**src/rtl/toggle_rx_pkg.sv**
```systemverilog
// Shared constants for toggle-event receivers.
// TOGGLE_RX_DEGLITCH_EN adds one cycle to the minimum sender spacing.
package toggle_rx_pkg;

    localparam int TOGGLE_SYNC_STAGES = 2;
    localparam int TOGGLE_CNT_W       = 8;

`ifdef TOGGLE_RX_DEGLITCH_EN
    localparam int TOGGLE_MIN_SPACING = TOGGLE_SYNC_STAGES + 3;
`else
    localparam int TOGGLE_MIN_SPACING = TOGGLE_SYNC_STAGES + 2;
`endif

endpackage

```
**src/rtl/sync_chain.sv**
```systemverilog
// Parameterized N-flop level synchronizer with asynchronous active-low reset.
module sync_chain #(
    parameter int STAGES = 2
) (
    input  logic clk,
    input  logic rst_n,
    input  logic d,
    output logic q
);

    logic [STAGES-1:0] chain;

    always_ff @(posedge clk or negedge rst_n) begin
        if (!rst_n) begin
            chain <= '0;
        end else begin
            chain <= {chain[STAGES-2:0], d};
        end
    end

    assign q = chain[STAGES-1];

endmodule

```
**src/rtl/toggle_event_receiver.sv**
```systemverilog
// Receive end of the toggle-event protocol: sync, edge decode, event handshake, overrun, count.
// Optional TOGGLE_RX_DEGLITCH_EN adds a stage that rejects one-cycle glitches on the synced level.
module toggle_event_receiver
    import toggle_rx_pkg::*;
#(
    parameter int SYNC_STAGES = TOGGLE_SYNC_STAGES,
    parameter int CNT_W       = TOGGLE_CNT_W
) (
    input  logic             clk,
    input  logic             rst_n,
    input  logic             tog_in,
    input  logic             clr,
    input  logic             evt_ready,
    output logic             evt_pulse,
    output logic             evt_valid,
    output logic             overrun,
    output logic [CNT_W-1:0] evt_count,
    output logic             tog_level
);

    logic sync_q;
    logic cand_level;
    logic acc_level;
    logic evt_edge;

    sync_chain #(.STAGES(SYNC_STAGES)) u_sync (
        .clk   (clk),
        .rst_n (rst_n),
        .d     (tog_in),
        .q     (sync_q)
    );

`ifdef TOGGLE_RX_DEGLITCH_EN
    logic deg_q;

    always_ff @(posedge clk or negedge rst_n) begin
        if (!rst_n) begin
            deg_q <= 1'b0;
        end else begin
            deg_q <= sync_q;
        end
    end

    // Accept only a level that has been stable for two consecutive samples.
    assign cand_level = deg_q;
    assign evt_edge   = (sync_q == deg_q) && (deg_q != acc_level);
`else
    assign cand_level = sync_q;
    assign evt_edge   = sync_q ^ acc_level;
`endif

    // Handshake: evt_valid rises with each event and holds until a cycle with
    // evt_valid && evt_ready; a new event on the accept edge keeps it high, a new
    // event while valid and not ready sets overrun. evt_ready with valid low is ignored.
    always_ff @(posedge clk or negedge rst_n) begin
        if (!rst_n) begin
            acc_level <= 1'b0;
            evt_pulse <= 1'b0;
            evt_valid <= 1'b0;
            overrun   <= 1'b0;
            evt_count <= '0;
        end else begin
            evt_pulse <= evt_edge;
            if (evt_edge) begin
                acc_level <= cand_level;
            end

            if (evt_edge) begin
                evt_valid <= 1'b1;
            end else if (evt_valid && evt_ready) begin
                evt_valid <= 1'b0;
            end

            if (evt_edge && evt_valid && !evt_ready) begin
                overrun <= 1'b1;
            end else if (clr) begin
                overrun <= 1'b0;
            end

            // A clear coinciding with an event keeps that event in the count.
            if (clr) begin
                evt_count <= evt_edge ? CNT_W'(1) : '0;
            end else if (evt_edge) begin
                evt_count <= evt_count + CNT_W'(1);
            end
        end
    end

    assign tog_level = acc_level;

endmodule

```
**config.mk**
```make
export PLATFORM = sky130hd
export DESIGN_NAME = toggle_event_receiver
export DESIGN_NICKNAME = d
export VERILOG_FILES = /design/src/rtl/toggle_rx_pkg.sv /design/src/rtl/sync_chain.sv /design/src/rtl/toggle_event_receiver.sv
export SDC_FILE = /design/constraint.sdc
export NUM_CORES = 1
export LEC_CHECK = 0
export CAP_MARGIN = 30
export CORE_ASPECT_RATIO = 0.8
export CORE_UTILIZATION = 24
export CTS_CLUSTER_SIZE = 28
export DETAILED_ROUTE_END_ITERATION = 8
export PLACE_DENSITY = 0.52
export SETUP_SLACK_MARGIN = 0.2
export SLEW_MARGIN = 30
export SYNTH_ARGS = -nofsm -noshare
export SYNTH_HDL_FRONTEND = slang
export SYNTH_HIERARCHICAL = 1
export SYNTH_SLANG_ARGS = --single-unit
```
**constraint.sdc**
```tcl
create_clock -name clk -period 1.5 [get_ports clk]
set_input_delay 0.15 -clock clk [delete_from_list [all_inputs] [get_ports clk]]
set_output_delay 0.15 -clock clk [all_outputs]
set_load 0.03 [all_outputs]
```
Yosys cells after proc, flatten, opt, wreduce, memory -nomap -nowiden

Cells that the tools add are included.

Flip-flop bits (word level): 14
Bits of input ports: 5

$add $sub $neg: 1
Multiplexer cells: 7
Bitwise gates (word level): 1
Reductions and logical operators: 7

Operators with widths:

| cell                | count |
|---|---|
| $mux 8              | 2 |
| $add 8x1->8 const B | 1 |
| $reduce_bool 2->1   | 3 |
| $mux 1              | 5 |
| $logic_and 1x1->1   | 3 |
| $logic_not 1->1     | 1 |
| $xor 1x1->1         | 1 |

Logic depth before layout (Yosys ltp)

Depth after elaboration: 4
Mapped depth: 5

Modules after synthesis

The synthesis kept the hierarchy.

Modules (own cells, without submodules):

| module                | instances | cells an instance | area an instance (um^2) | seq. area each (um^2) |
|---|---|---|---|---|
| toggle_event_receiver | 1         | 52                | 529.3                   | 300.3 |
| sync_chain            | 1         | 2                 | 50.0                    | 50.0 |

Worst setup path after synthesis

No wires, ideal clock.

Path kind: register to register
Start: register evt_count[1]
End: register evt_count[6]
Data arrival time: 1,357 ps
Data required time: 1,422 ps
Setup slack: 65 ps
Cell stages (with the launch flop): 5
Buffers on the path: 0
Cell sequence: dfrtp_1 -> ha_1 -> nand2_1 -> or4_1 -> a21oi_1

Longest elaborated chain between the ends: 3

Ends and longest elaborated chain:

| item                   | line                        | source |
|---|---|---|
| from (decl)            | toggle_event_receiver.sv:17 | `output logic [CNT_W-1:0] evt_count,` |
| from (signal assigned) | toggle_event_receiver.sv:82 | `evt_count <= evt_edge ? CNT_W'(1) : '0;` |
| from (signal assigned) | toggle_event_receiver.sv:84 | `evt_count <= evt_count + CNT_W'(1);` |
| $add 8x1->8            | toggle_event_receiver.sv:84 |  |
| $mux 8                 | toggle_event_receiver.sv:83 | `end else if (evt_edge) begin` |
| $mux 8                 | toggle_event_receiver.sv:81 | `if (clr) begin` |

No other way between the ends. The select of a mux whose other input is x is not followed.
A chain may end at the register's enable or synchronous reset.

Final worst setup path

Start: register u_sync.chain[1]
End: register evt_count[7]

Longest elaborated chain between the ends: 2

Ends and longest elaborated chain:

| item                        | line                        | source |
|---|---|---|
| from (decl)                 | sync_chain.sv:11            | `logic [STAGES-1:0] chain;` |
| from (signal assigned)      | sync_chain.sv:17            | `chain <= {chain[STAGES-2:0], d};` |
| $xor 1x1->1                 | toggle_event_receiver.sv:49 | `assign evt_edge = sync_q ^ acc_level;` |
| $reduce_bool 2->1 (no line) | --                          |  |

No other way between the ends.

==> results.yml <==
global_routing:
  grtUsageMet2: 0.174
  met1_usage: 0.163
  grt_first_pass_wirelength_um: 2150
  grt_overflow: 0
  antenna_found_initial: 0
  top_usage_layer: "met2"
  grt_pass1_vias: 447
  grt_max_degree: 15
  grt_usage: 0.118
  grt_use_met3: 0.0511
placement:
  place_hpwl_um: 886
  place.gp.congestion: 0.680
  place_area_um2: 817
  placedCellCount: 94
  io_buffer_count: 16
  pre_cts_ws_ns: 0.0764
critical_path:
  reg2reg_slack_ns: 0.16
  worst_path_largest_cell_delay_ns: 0.52
  cp_top_family: "simple AND/OR/NAND/NOR gates"
  arrival_ns: 1.55
  end_kind: "flip-flop"
  worstSetupStartpointType: "flip-flop"
  cp_cell_sequence: "xnor2_4, or4_4, a21oi_2"
  path_class: "flip-flop to flip-flop"
  required_ns: 1.71
  cp_num_buf_inv: 0
  slowest_stage: "or4_4"
  critPathMaxFanout: 9
clocking:
  cts_buffers: 3
  clkTransAtPathRegs_ns: 0.09
  cts_tree: "done"
  clock-root-buffer: "clkbuf_4"
  cts_htree_levels: 1
  clockBufferDepth: 2
  cts_sinks: 14
  worstSkewPairLatency_ns: 0.28
  ctsHoldBuffers: 0
timing:
  slew_headroom: 0.797
  period_share: 0.895
  setup_viol: 0
  fmax_mhz: 745
  final.setup.worst_slack_ns: 0.158
  tightest_slew_ns: 0.305
  finalSetupTns_ns: 0
  hold_violations: 0
  report.final.slew_viol_count: 0
  finClkSkew_ns: 0.00459
  rsz0062_at_grt: "yes"
  finalCriticalPeriod_ns: 1.34
cells_and_area:
  fin_area_um2: 882
  antenna_cells: 0
  instances_no_fill: 100
  layout.nets: 82
  drive_above_1_share: 0.320
  syn2layout_area_growth_pct: 52.3
  final_core_util: 0.398
  final_common_cell: "dlygate4sd2_1"
  mostFrequentLayoutCells: "dlygate4sd2_1, dfrtp_2, dfrtp_1, nand2_1, a21oi_1"
logic_synthesis:
  ys_seq_area_frac: 0.605
  ys_seq_elements: 14
  yosysWarnings: 6
  yosysUniqueCellTypes: 18
  avgSynthCellArea_um2: 10.7
  netlist_instances: 54
  synth_area_um2: 579
  syn_nets: 60
drt:
  detail-route-antenna-nets: 0
  drtPass1Iterations: 6
  routedWlPerCell_um: 13.4
  num_vias: 481
  wl_um: 1340
  via_per_inst: 4.81
  first_iter_violations: 13
  drc: 2
hold_path:
  hold_class: "input pin to async pin"
die:
  coreArea_um2: 2210
  dieHeight_um: 45.9
  io_pins: 17
  rows: 15
  initial_utilization: 0.262
  dieArea_um2: 2620
  dieWidth_um: 56.9
power_and_ir_drop:
  p_leak_nw: 0.357
  p_per_area_nw_per_um2: 1020
  ir_drop_v: 0.000444
run_status:
  status: "complete, but fails checks"
  violations: "DRC"
run:
  cap_violations: 0
[power by group]
| group | internal [mW] | leakage (nW) | switching (mW) |
|---|---|---|---|
| logic | 0.0760 | 0.167 | 0.107 |
| registers | 0.407 | 0.169 | 0.0384 |
| clock network | 0.148 | 0.0210 | 0.126 |
| total | 0.631 | 0.357 | 0.271 |
[final cells by class]
type / instances / area (µm²)
clock buffer: 4 / 36.3
multi-input combinational: 33 / 265
inverter: 4 / 15.0
sequential: 14 / 359
fill: 222 / 1330
timing repair buffer: 20 / 175
tap: 25 / 31.3
[what timing repair did]
item                       CTS  global route
cloned                       0             0
pin swaps                    1             1
setup endpoints to repair   16             9
buffers inserted             2             0
gates resized for setup     12            12
[final timing paths]
kind	depth (start not counted)	end	start
max	3	evt_count[7]$_DFFE_PN0P_	u_sync/chain[1]$_DFF_PN0_
min	2	evt_count[3]$_DFFE_PN0P_	rst_n
max reg2reg	3	evt_count[7]$_DFFE_PN0P_	u_sync/chain[1]$_DFF_PN0_
min reg2reg	0	u_sync/chain[1]$_DFF_PN0_	u_sync/chain[0]$_DFF_PN0_
max in group asynchronous	2	u_sync/chain[1]$_DFF_PN0_	rst_n
min in group clk	1	u_sync/chain[0]$_DFF_PN0_	tog_in
[routing by layer]
metal,routed length [µm],share of wire,up-vias
met2,583,0.44,21
met3,87,0.065,0
li1,-,-,234
met4,0,0,0
met1,665,0.50,226
met5,0,0,-
[kinds of logic after synthesis]
logic type,Yosys count,synth area share
xor gates and xnor gates,2,0.0302
AOI/OAI and AO/OA,14,0.140
DFF,14,0.605
buffers and inverters,7,0.0475
adders and majority gates,1,0.0216
and+or+nand+nor,16,0.156
[sequential cells by signal (all words and copies together) (netlist names)]
register / cells
evt_count: 8
evt_pulse: 1
evt_valid: 1
overrun: 1
tog_level: 1
u_sync/chain: 2
[synthesized netlist by cell type]
cell type | n | area (µm²)
a21oi_1 | 7 | 35.0
buf_1 | 1 | 3.75
buf_2 | 1 | 5.00
clkbuf_1 | 1 | 3.75
dfrtp_1 | 14 | 350
ha_1 | 1 | 12.5
inv_1 | 4 | 15.0
nand2_1 | 5 | 18.8
nand2b_1 | 1 | 6.26
nand3_1 | 2 | 10.0
nand4_1 | 1 | 6.26
nor2b_1 | 1 | 6.26
o21ai_0 | 2 | 10.0
o22ai_1 | 1 | 6.26
o31ai_1 | 4 | 30.0
or3_1 | 2 | 12.5
or4_1 | 4 | 30.0
xnor2_1 | 2 | 17.5
[per-stage QoR]
stage                     hold WS (ns)  power (mW)
after floorplan                 -0.146       0.552
final                            0.172       0.902
after global placement           0.333       0.633
after CTS                        0.180       0.910
after detailed placement         0.341       0.642
after global routing             0.190       0.949
Power figures use the tool's default switching activity.
